**src/rtl/tt_ctrl_seq.sv**
```systemverilog
// Sequencer that turns "select design N, enable/disable" into the reset / increment-pulse / enable
// sequence for a ripple-counter based mux controller, tracking the counter value in cur_addr.
module tt_ctrl_seq #(
    parameter int ADDR_W     = 10,
    parameter int RST_CYC    = 4,
    parameter int HI_CYC     = 2,
    parameter int LO_CYC     = 2,
    parameter int SETTLE_CYC = 8
) (
    input  logic              clk,
    input  logic              rst_n,
    input  logic              req_valid,
    output logic              req_ready,
    input  logic [ADDR_W-1:0] req_addr,
    input  logic              req_ena,
    output logic              busy,
    output logic              done,
    output logic [ADDR_W-1:0] cur_addr,
    output logic              ctrl_sel_rst_n,
    output logic              ctrl_sel_inc,
    output logic              ctrl_ena
);

    if (RST_CYC < 1 || RST_CYC > 255 || HI_CYC < 1 || HI_CYC > 255 ||
        LO_CYC < 1 || LO_CYC > 255 || SETTLE_CYC < 1 || SETTLE_CYC > 255) begin : g_param_check
        $error("tt_ctrl_seq: cycle-count parameters must lie in 1..255");
    end

    localparam logic [7:0] RST_LAST    = 8'(RST_CYC - 1);
    localparam logic [7:0] HI_LAST     = 8'(HI_CYC - 1);
    localparam logic [7:0] LO_LAST     = 8'(LO_CYC - 1);
    localparam logic [7:0] SETTLE_LAST = 8'(SETTLE_CYC - 1);

    typedef enum logic [2:0] {
        S_IDLE, S_DIS, S_RST, S_REC, S_PHI, S_PLO, S_SETTLE
    } state_t;

    state_t            state_q, state_d;
    logic [7:0]        cnt_q, cnt_d;
    logic [ADDR_W-1:0] target_q, target_d;
    logic              ena_lat_q, ena_lat_d;
    logic [ADDR_W-1:0] rem_q, rem_d;
    logic [ADDR_W-1:0] cur_q, cur_d;
    logic              sel_rst_n_q, sel_rst_n_d;
    logic              sel_inc_q, sel_inc_d;
    logic              ena_q, ena_d;
    logic              done_q, done_d;
    logic              ready_q, ready_d;

    always_comb begin
        state_d   = state_q;
        cnt_d     = cnt_q + 8'd1;
        target_d  = target_q;
        ena_lat_d = ena_lat_q;
        rem_d     = rem_q;
        cur_d     = cur_q;
        ena_d     = ena_q;
        done_d    = 1'b0;
        case (state_q)
            S_IDLE: begin
                cnt_d = 8'd0;
                if (req_valid) begin
                    target_d  = req_addr;
                    ena_lat_d = req_ena;
                    ena_d     = 1'b0;
                    state_d   = S_DIS;
                end
            end
            S_DIS: begin
                cnt_d = 8'd0;
                if (target_q == cur_q) begin
                    state_d = S_SETTLE;
                end else if (target_q > cur_q) begin
                    rem_d   = target_q - cur_q;
                    state_d = S_PHI;
                end else begin
                    state_d = S_RST;
                end
            end
            S_RST: begin
                cur_d = '0;
                if (cnt_q == RST_LAST) begin
                    cnt_d   = 8'd0;
                    state_d = S_REC;
                end
            end
            S_REC: begin
                cnt_d   = 8'd0;
                rem_d   = target_q;
                state_d = (target_q == '0) ? S_SETTLE : S_PHI;
            end
            S_PHI: begin
                if (cnt_q == HI_LAST) begin
                    cnt_d   = 8'd0;
                    cur_d   = cur_q + 1'b1;
                    rem_d   = rem_q - 1'b1;
                    state_d = S_PLO;
                end
            end
            S_PLO: begin
                if (cnt_q == LO_LAST) begin
                    cnt_d   = 8'd0;
                    state_d = (rem_q == '0) ? S_SETTLE : S_PHI;
                end
            end
            S_SETTLE: begin
                if (cnt_q == SETTLE_LAST) begin
                    cnt_d   = 8'd0;
                    ena_d   = ena_lat_q;
                    done_d  = 1'b1;
                    state_d = S_IDLE;
                end
            end
            default: begin
                cnt_d   = 8'd0;
                state_d = S_IDLE;
            end
        endcase
        // Controller strobes follow the upcoming state so they change together with it, glitch-free.
        sel_rst_n_d = (state_d != S_RST);
        sel_inc_d   = (state_d == S_PHI);
        ready_d     = (state_d == S_IDLE);
    end

    always_ff @(posedge clk or negedge rst_n) begin
        if (!rst_n) begin
            state_q     <= S_IDLE;
            cnt_q       <= 8'd0;
            target_q    <= '0;
            ena_lat_q   <= 1'b0;
            rem_q       <= '0;
            cur_q       <= '0;
            sel_rst_n_q <= 1'b0;
            sel_inc_q   <= 1'b0;
            ena_q       <= 1'b0;
            done_q      <= 1'b0;
            ready_q     <= 1'b1;
        end else begin
            state_q     <= state_d;
            cnt_q       <= cnt_d;
            target_q    <= target_d;
            ena_lat_q   <= ena_lat_d;
            rem_q       <= rem_d;
            cur_q       <= cur_d;
            sel_rst_n_q <= sel_rst_n_d;
            sel_inc_q   <= sel_inc_d;
            ena_q       <= ena_d;
            done_q      <= done_d;
            ready_q     <= ready_d;
        end
    end

    assign req_ready      = ready_q;
    assign busy           = ~ready_q;
    assign done           = done_q;
    assign cur_addr       = cur_q;
    assign ctrl_sel_rst_n = sel_rst_n_q;
    assign ctrl_sel_inc   = sel_inc_q;
    assign ctrl_ena       = ena_q;

endmodule

```
**config.mk**
```make
export PLATFORM = sky130hd
export DESIGN_NAME = tt_ctrl_seq
export DESIGN_NICKNAME = d
export VERILOG_FILES = /design/src/rtl/tt_ctrl_seq.sv
export SDC_FILE = /design/constraint.sdc
export NUM_CORES = 1
export LEC_CHECK = 0
export CAP_MARGIN = 0
export CORE_MARGIN = 2
export CORE_UTILIZATION = 55
export CTS_CLUSTER_DIAMETER = 80
export DETAILED_ROUTE_END_ITERATION = 8
export DONT_BUFFER_PORTS = 1
export PLACE_DENSITY = 0.84
export SETUP_SLACK_MARGIN = 0.3
export SLEW_MARGIN = 20
export SYNTH_ARGS = -nofsm -noshare
export SYNTH_HDL_FRONTEND = slang
export SYNTH_SLANG_ARGS = --single-unit
export TNS_END_PERCENT = 20
```
**constraint.sdc**
```tcl
create_clock -name clk -period 2.5 [get_ports clk]
set_input_delay 0.625 -clock clk [delete_from_list [all_inputs] [get_ports clk]]
set_output_delay 0.625 -clock clk [all_outputs]
set_load 0.005 [all_outputs]
```
==> results.sh, run 1 <==
export IMPL_hold_viol=0
export IMPL_synth_distinct_cells=59
export IMPL_maxSlewHeadroom=0.471
export IMPL_num_antenna_cells=0
export IMPL_core_um2=5140
export IMPL_gr_total_overflow=0
export IMPL_r2r_cells=6
export IMPL_r2r_end="rem_q[9]"
export IMPL_tightest_slew_ps=792
export IMPL_stdcell_count=400
export IMPL_hpwlAfterDp_um=4830
export IMPL_ys_ff_latch=47
export IMPL_yosysTopAreaCell="dfrtp_1"
export IMPL_rsz0062_at_grt="true"
export IMPL_yosys_most_used_dff="dfrtp_1"
export IMPL_synth_edff_count=0
export IMPL_pin_count=30
export IMPL_cp_start_kind="flop"
export IMPL_worstPathRequired_ps=2700
export IMPL_async_reset_ff_frac=1.00
export IMPL_cap_viol_max_count=0
export IMPL_n_fill_cell=412
export IMPL_maxSlewViolCount=0
export IMPL_status="finished clean"
export IMPL_power_mw=4.68
export IMPL_cts_num_sinks=47
export IMPL_hold_class="primary input to async pin"
export IMPL_antenna_left=0
export IMPL_irDropWorstVdd_v=0.000942
export IMPL_p_leak_nw=1.43
export IMPL_cts_tree="done"
export IMPL_fin_crit_ps=2270
export IMPL_drt_first_pass_iters=5
export IMPL_final_area_um2=3420
export IMPL_powerDensity_nw_per_um2=1370
export IMPL_fin_crit_sh=0.910
export IMPL_drt_vias_per_instance=6.33
export IMPL_rows=26
export IMPL_avgRoutedWirePerCell_um=18.9
export IMPL_post_route_util=0.665
export IMPL_clock_path_buffers=2
export IMPL_grt_max_degree=27
export IMPL_tns_ps=0
export IMPL_die_x_um=77.4
export IMPL_die_area_um2=5990
export IMPL_path_class="flop to flop"
export IMPL_antenna_found_initial=0
export IMPL_regToRegSetupSlack_ps=230
export IMPL_wirelength_um=7570
export IMPL_layout_nets=359
export IMPL_post_route_drc_count=0
export IMPL_skew_ps=13.5
export IMPL_yosys_warnings=0
export IMPL_grt_pass1_wl_um=11800
export IMPL_avgSynthCellArea_um2=9.53
export IMPL_placement_cell_area_um2=3080
export IMPL_clk_pin_slew_worst_paths_ps=90
export IMPL_first_iter_violations=238
export IMPL_gp_congestion=0.901
export IMPL_synthTopCellsByArea="dfrtp_1, ha_1, xnor2_1"
export IMPL_max_freq_mhz=440
export IMPL_htree_levels=2
export IMPL_synth_top_area_frac=0.388
export IMPL_synth_seq_area_share=0.397
export IMPL_synthCells=311
export IMPL_die_y_um=77.4
export IMPL_ctsRootBufferMaster="clkbuf_8"
export IMPL_setup_viol=0
export IMPL_end_kind="flop"
export IMPL_insertion_delay_ps=310
export IMPL_multi_input_area_um2=1810
export IMPL_r2r_start="rem_q[3]"
export IMPL_areaGrowthSynthToFinish_pct=15.3
export IMPL_synth_nets=341
export IMPL_regArea_um2=1180
export IMPL_track_usage=0.246
export IMPL_critPathMaxFanout=4
export IMPL_layout_drive_gt1_share=0.227
export IMPL_cts_buffers_inserted=5
export IMPL_vias=2531
export IMPL_grt_pass1_vias=2350
export IMPL_start_util=0.577
export IMPL_worst_ep_arrival_time_ps=2470
export IMPL_portBuffers=0
export IMPL_netlist_area_um2=2960
export IMPL_dp_cells=378
critical path, cell delays in order (launching register included):
cell and delay, ps:
dfrtp_1 400, or4_4 560, or4_4 510, xnor2_2 150
a22oi_2 160, o211ai_2 100, mux2_4 270
cell type report:
class / instances / area share
Clock buffer: 5 / 0.0201
Sequential cell: 47 / 0.345
Inverter: 17 / 0.0187
Timing Repair Buffer: 23 / 0.0564
Tap cell: 70 / 0.0256
Clock inverter: 3 / 0.00439
Multi-Input combinational cell: 235 / 0.530
synthesized netlist by cell type (all sizes together) (2+ instances only):
master	number
nor4b	2
o21ai	27
and4	2
clkbuf	6
or4	5
inv	17
nand2	18
a211oi	4
xnor2	16
nand3	6
nand4	4
a31oi	2
xor2	9
a22oi	5
nor3b	5
nor2	33
or2	2
o21a	2
mux2	12
o211ai	5
and3	6
ha	15
or3	5
o2111ai	2
dfrtp	46
nand2b	4
a221oi	5
nor3	6
nand3b	2
buf	6
and2	4
nor2b	2
a21oi	11
per-layer routing:
layer	part of all wire	vias to the layer above	GRT usage	wire [um]
met5	0	-	0	0
met4	0.015	0	0.0714	110
li1	-	1155	-	-
met3	0.074	11	0.0488	563
met1	0.42	1244	0.352	3200
met2	0.49	121	0.383	3700
what timing repair did:
item	in CTS	in global routing
pin swaps	6	10
hold endpoints to repair	17	11
endpoints found under the setup margin	13	17
gates cloned	1	0
buffers inserted	4	4
resized for setup	13	23
hold buffers	3	2
flip-flops by register name, summed over array words and instances, names as in the netlist:
| register | count |
|---|---|
| done | 1 |
| rem_q | 10 |
| state_q | 3 |
| ctrl_sel_rst_n | 1 |
| target_q | 10 |
| cnt_q | 8 |
| ctrl_ena | 1 |
| ctrl_sel_inc | 1 |
| req_ready | 1 |
| cur_addr | 10 |
| ena_lat_q | 1 |
layout by cell type, fill, tap and decap left out, drive strengths merged, types with 2 or more instances in the layout:
cell | synthesis | layout
nand2b | 4 | 4
or4 | 5 | 5
a21oi | 11 | 11
mux2 | 12 | 12
and3 | 6 | 6
buf | 6 | 18
dlygate4sd3 | 0 | 5
nand3b | 2 | 2
nand3 | 6 | 6
xor2 | 9 | 9
and4 | 2 | 2
nand4 | 4 | 4
clkbuf | 6 | 5
a211oi | 4 | 4
o21ai | 27 | 27
or3 | 5 | 5
a31oi | 2 | 2
or2 | 2 | 2
xnor2 | 16 | 16
dfrtp | 46 | 46
nor3b | 5 | 5
o211ai | 5 | 5
and2 | 4 | 4
clkinv | 0 | 3
nand2 | 18 | 18
o2111ai | 2 | 2
ha | 15 | 15
a22oi | 5 | 5
o21a | 2 | 2
a221oi | 5 | 5
nor4b | 2 | 2
nor3 | 6 | 6
nor2b | 2 | 2
nor2 | 33 | 33
inv | 17 | 17
cells by family (layout without fill, tap and decap cells):
group	after synthesis	count (layout)	share of synthesized area
AOI/OAI and AO/OA	73	73	0.166
xor gates and xnor gates	25	25	0.0739
adders and majority gates	16	16	0.0701
buffers and inverters	29	48	0.0401
DFF	47	47	0.397
muxes	12	12	0.0456
and+or+nand+nor	109	109	0.207
stage by stage:
step	hold WS (ps)	worst slack, ps
floorplan	329	318
global route	131	152
global placement	332	191
detailed placement	331	167
finish	145	225
CTS	3.42	231
worst max path at each step:
| stage | start | end |
|---|---|---|
| 3_3_place_gp | cur_addr[5] | rem_q[5] |
| 2_1_floorplan | cur_addr[0] | rem_q[7] |
| 4_1_cts | target_q[0] | rem_q[9] |
| 5_1_grt | cur_addr[2] | rem_q[5] |
| 6_report | rem_q[3] | rem_q[9] |
| 3_5_place_dp | target_q[0] | rem_q[5] |
where the power goes:
group / internal, mW / switching (mW) / leakage [nW]
Combinational: 1.35 / 1.52 / 0.791
Sequential: 1.02 / 0.335 / 0.593
Clock: 0.192 / 0.263 / 0.0477
Total: 2.56 / 2.12 / 1.43
Power figures use the tool's default switching activity.
==> run 2, diff against run 1 <==
--- a/config.mk
+++ b/config.mk
@@ -12,7 +12,6 @@
 export DETAILED_ROUTE_END_ITERATION = 8
 export DONT_BUFFER_PORTS = 1
 export PLACE_DENSITY = 0.84
-export SETUP_SLACK_MARGIN = 0.3
 export SLEW_MARGIN = 20
 export SYNTH_ARGS = -nofsm -noshare
 export SYNTH_HDL_FRONTEND = slang
==> run 2 against run 1 <==
Global-route usage decreased by 1.3 points; largest power group unchanged; die area unchanged; sequential share of layout area increased by 1.4 points; core utilization decreased by 2.7 points; clock-buffer cell count increased by 1; critical path depth increased by 3; wire length decreased by 12%; highest routed layer unchanged.
==> results.sh, run 2 (synthesis gave the netlist of run 1 again) <==
export IMPL_maxSlewHeadroom=0.628
export IMPL_grt_max_degree=48
export IMPL_post_route_util=0.638
export IMPL_irDropWorstVdd_v=0.000816
export IMPL_skew_ps=4.85
export IMPL_layout_nets=352
export IMPL_hold_class="primary input to async pin"
export IMPL_first_iter_violations=177
export IMPL_worstPathRequired_ps=2690
export IMPL_path_class="flop to flop"
export IMPL_start_util=0.577
export IMPL_track_usage=0.233
export IMPL_status="finished clean"
export IMPL_core_um2=5140
export IMPL_vias=2432
export IMPL_layout_drive_gt1_share=0.155
export IMPL_die_y_um=77.4
export IMPL_cpPeakStageDelay_ps=400
export IMPL_pin_count=30
export IMPL_clk_pin_slew_worst_paths_ps=90
export IMPL_die_x_um=77.4
export IMPL_cts_num_sinks=47
export IMPL_post_route_drc_count=0
export IMPL_hpwlAfterDp_um=4870
export IMPL_avgRoutedWirePerCell_um=17.0
export IMPL_gr_total_overflow=0
export IMPL_rows=26
export IMPL_path_cells="inv_1, ha_1, inv_1, fa_2, a211oi_2, o21ai_2, a211oi_1, or2_1, mux2_1"
export IMPL_final_area_um2=3280
export IMPL_crit_top_cell="inv_1"
export IMPL_ctsRootBufferMaster="clkbuf_8"
export IMPL_cp_start_kind="flop"
export IMPL_areaGrowthSynthToFinish_pct=10.6
export IMPL_insertion_delay_ps=300
export IMPL_setup_viol=0
export IMPL_rsz0062_at_grt="false"
export IMPL_final_cell_mix="dfrtp_1, nor2_1, nand2_1, inv_1, xnor2_1"
export IMPL_crit_slowest_cell="dfrtp_1"
export IMPL_layout_setup_ws_ps=165
export IMPL_cap_viol_max_count=0
export IMPL_p_leak_nw=1.39
export IMPL_cts_buffers_inserted=5
export IMPL_layout_commonest_cell="dfrtp_1"
export IMPL_htree_levels=2
export IMPL_maxSlewViolCount=0
export IMPL_dpl_worst_slack_ps=53.0
export IMPL_die_area_um2=5990
export IMPL_drt_first_pass_iters=5
export IMPL_gp_congestion=0.947
export IMPL_antenna_left=0
export IMPL_hold_viol=0
export IMPL_portBuffers=0
export IMPL_tns_ps=0
export IMPL_tightest_slew_ps=557
export IMPL_end_kind="flop"
export IMPL_wirelength_um=6690
export IMPL_fin_crit_sh=0.934
export IMPL_drt_vias_per_instance=6.19
export IMPL_placement_cell_area_um2=3090
export IMPL_grt_pass1_vias=2353
export IMPL_fin_crit_ps=2330
export IMPL_cts_tree="done"
export IMPL_worst_ep_arrival_time_ps=2520
export IMPL_powerDensity_nw_per_um2=1340
export IMPL_antenna_found_initial=0
export IMPL_num_antenna_cells=0
export IMPL_critPathMaxFanout=4
export IMPL_max_freq_mhz=428
export IMPL_clock_path_buffers=2
export IMPL_grt_pass1_wl_um=11200
run 2: cell count changes in the layout (fill, tap and decap cells not counted), moves of 2 or more:
cell           previous run  this run
buf_4                    16        14
inv_2                     2         0
clkinv_2                  3         1
dlygate4sd3_1             5         0
mux2_4                    2         0
mux2_1                    1         3
dfrtp_1                  44        46
ha_4                      4         0
inv_1                    15        17
o21ai_0                  13        15
ha_1                     10        15
dfrtp_2                   2         0
run 2: where the power goes:
group,internal (mW),switching [mW],total [mW]
Combinational,1.13,1.36,2.49
Sequential,1.02,0.300,1.32
Clock,0.324,0.256,0.579
Total,2.48,1.92,4.40
run 2: timing repair:
item | 4_1_cts | 5_1_grt
hold endpoints to repair | 0 | 46
setup buffers | 0 | 2
setup endpoints to repair | 0 | 14
gates resized for setup | 0 | 7
hold buffers | 0 | 1
run 2: worst max-delay path, delay by kind of cell, from the launching register on:
kind	cells	cell delay [ps]
buf+inv	2	150
fa+ha+maj	2	510
flops	1	400
compound gates	3	580
mux	1	350
simple gates	1	220
run 2: area by class of cell:
class                      instances  area, um^2
clock inverter                     2        35.0
timing repair buffer              16         144
clock buffer                       6        82.6
tap                               70        87.6
inverter                          17        63.8
sequential                        47        1180
multi-input combinational        235        1690
fill                             409        1860
run 2: metal layers:
metal	GRT usage	up-vias	wire length [um]
li1	-	1142	-
met1	0.312	1179	2880
met2	0.380	95	3230
met3	0.0512	16	420
met4	0.0696	0	158
met5	0	-	0
run 2: through the flow:
step / power [mW] / std cells / hold slack (ps)
6_report: 4.40 / 393 / 158
3_3_place_gp: 3.58 / 382 / 331
3_5_place_dp: 3.65 / 382 / 331
5_1_grt: 4.74 / 393 / 134
2_1_floorplan: 3.04 / 311 / 329
4_1_cts: 4.24 / 390 / 4.13
run 2: final timing paths:
check	from	endpoint	slack, ps	depth (start not counted)
setup / recovery	target_q[0]	rem_q[7]	170	9
hold / removal	rst_n	req_ready	160	0
setup reg to reg	target_q[0]	rem_q[7]	170	9
hold reg to reg	ena_lat_q	ctrl_ena	490	2
max in group asynchronous	rst_n	cur_addr[0]	2140	1
min in group clk	req_addr[1]	target_q[1]	460	1
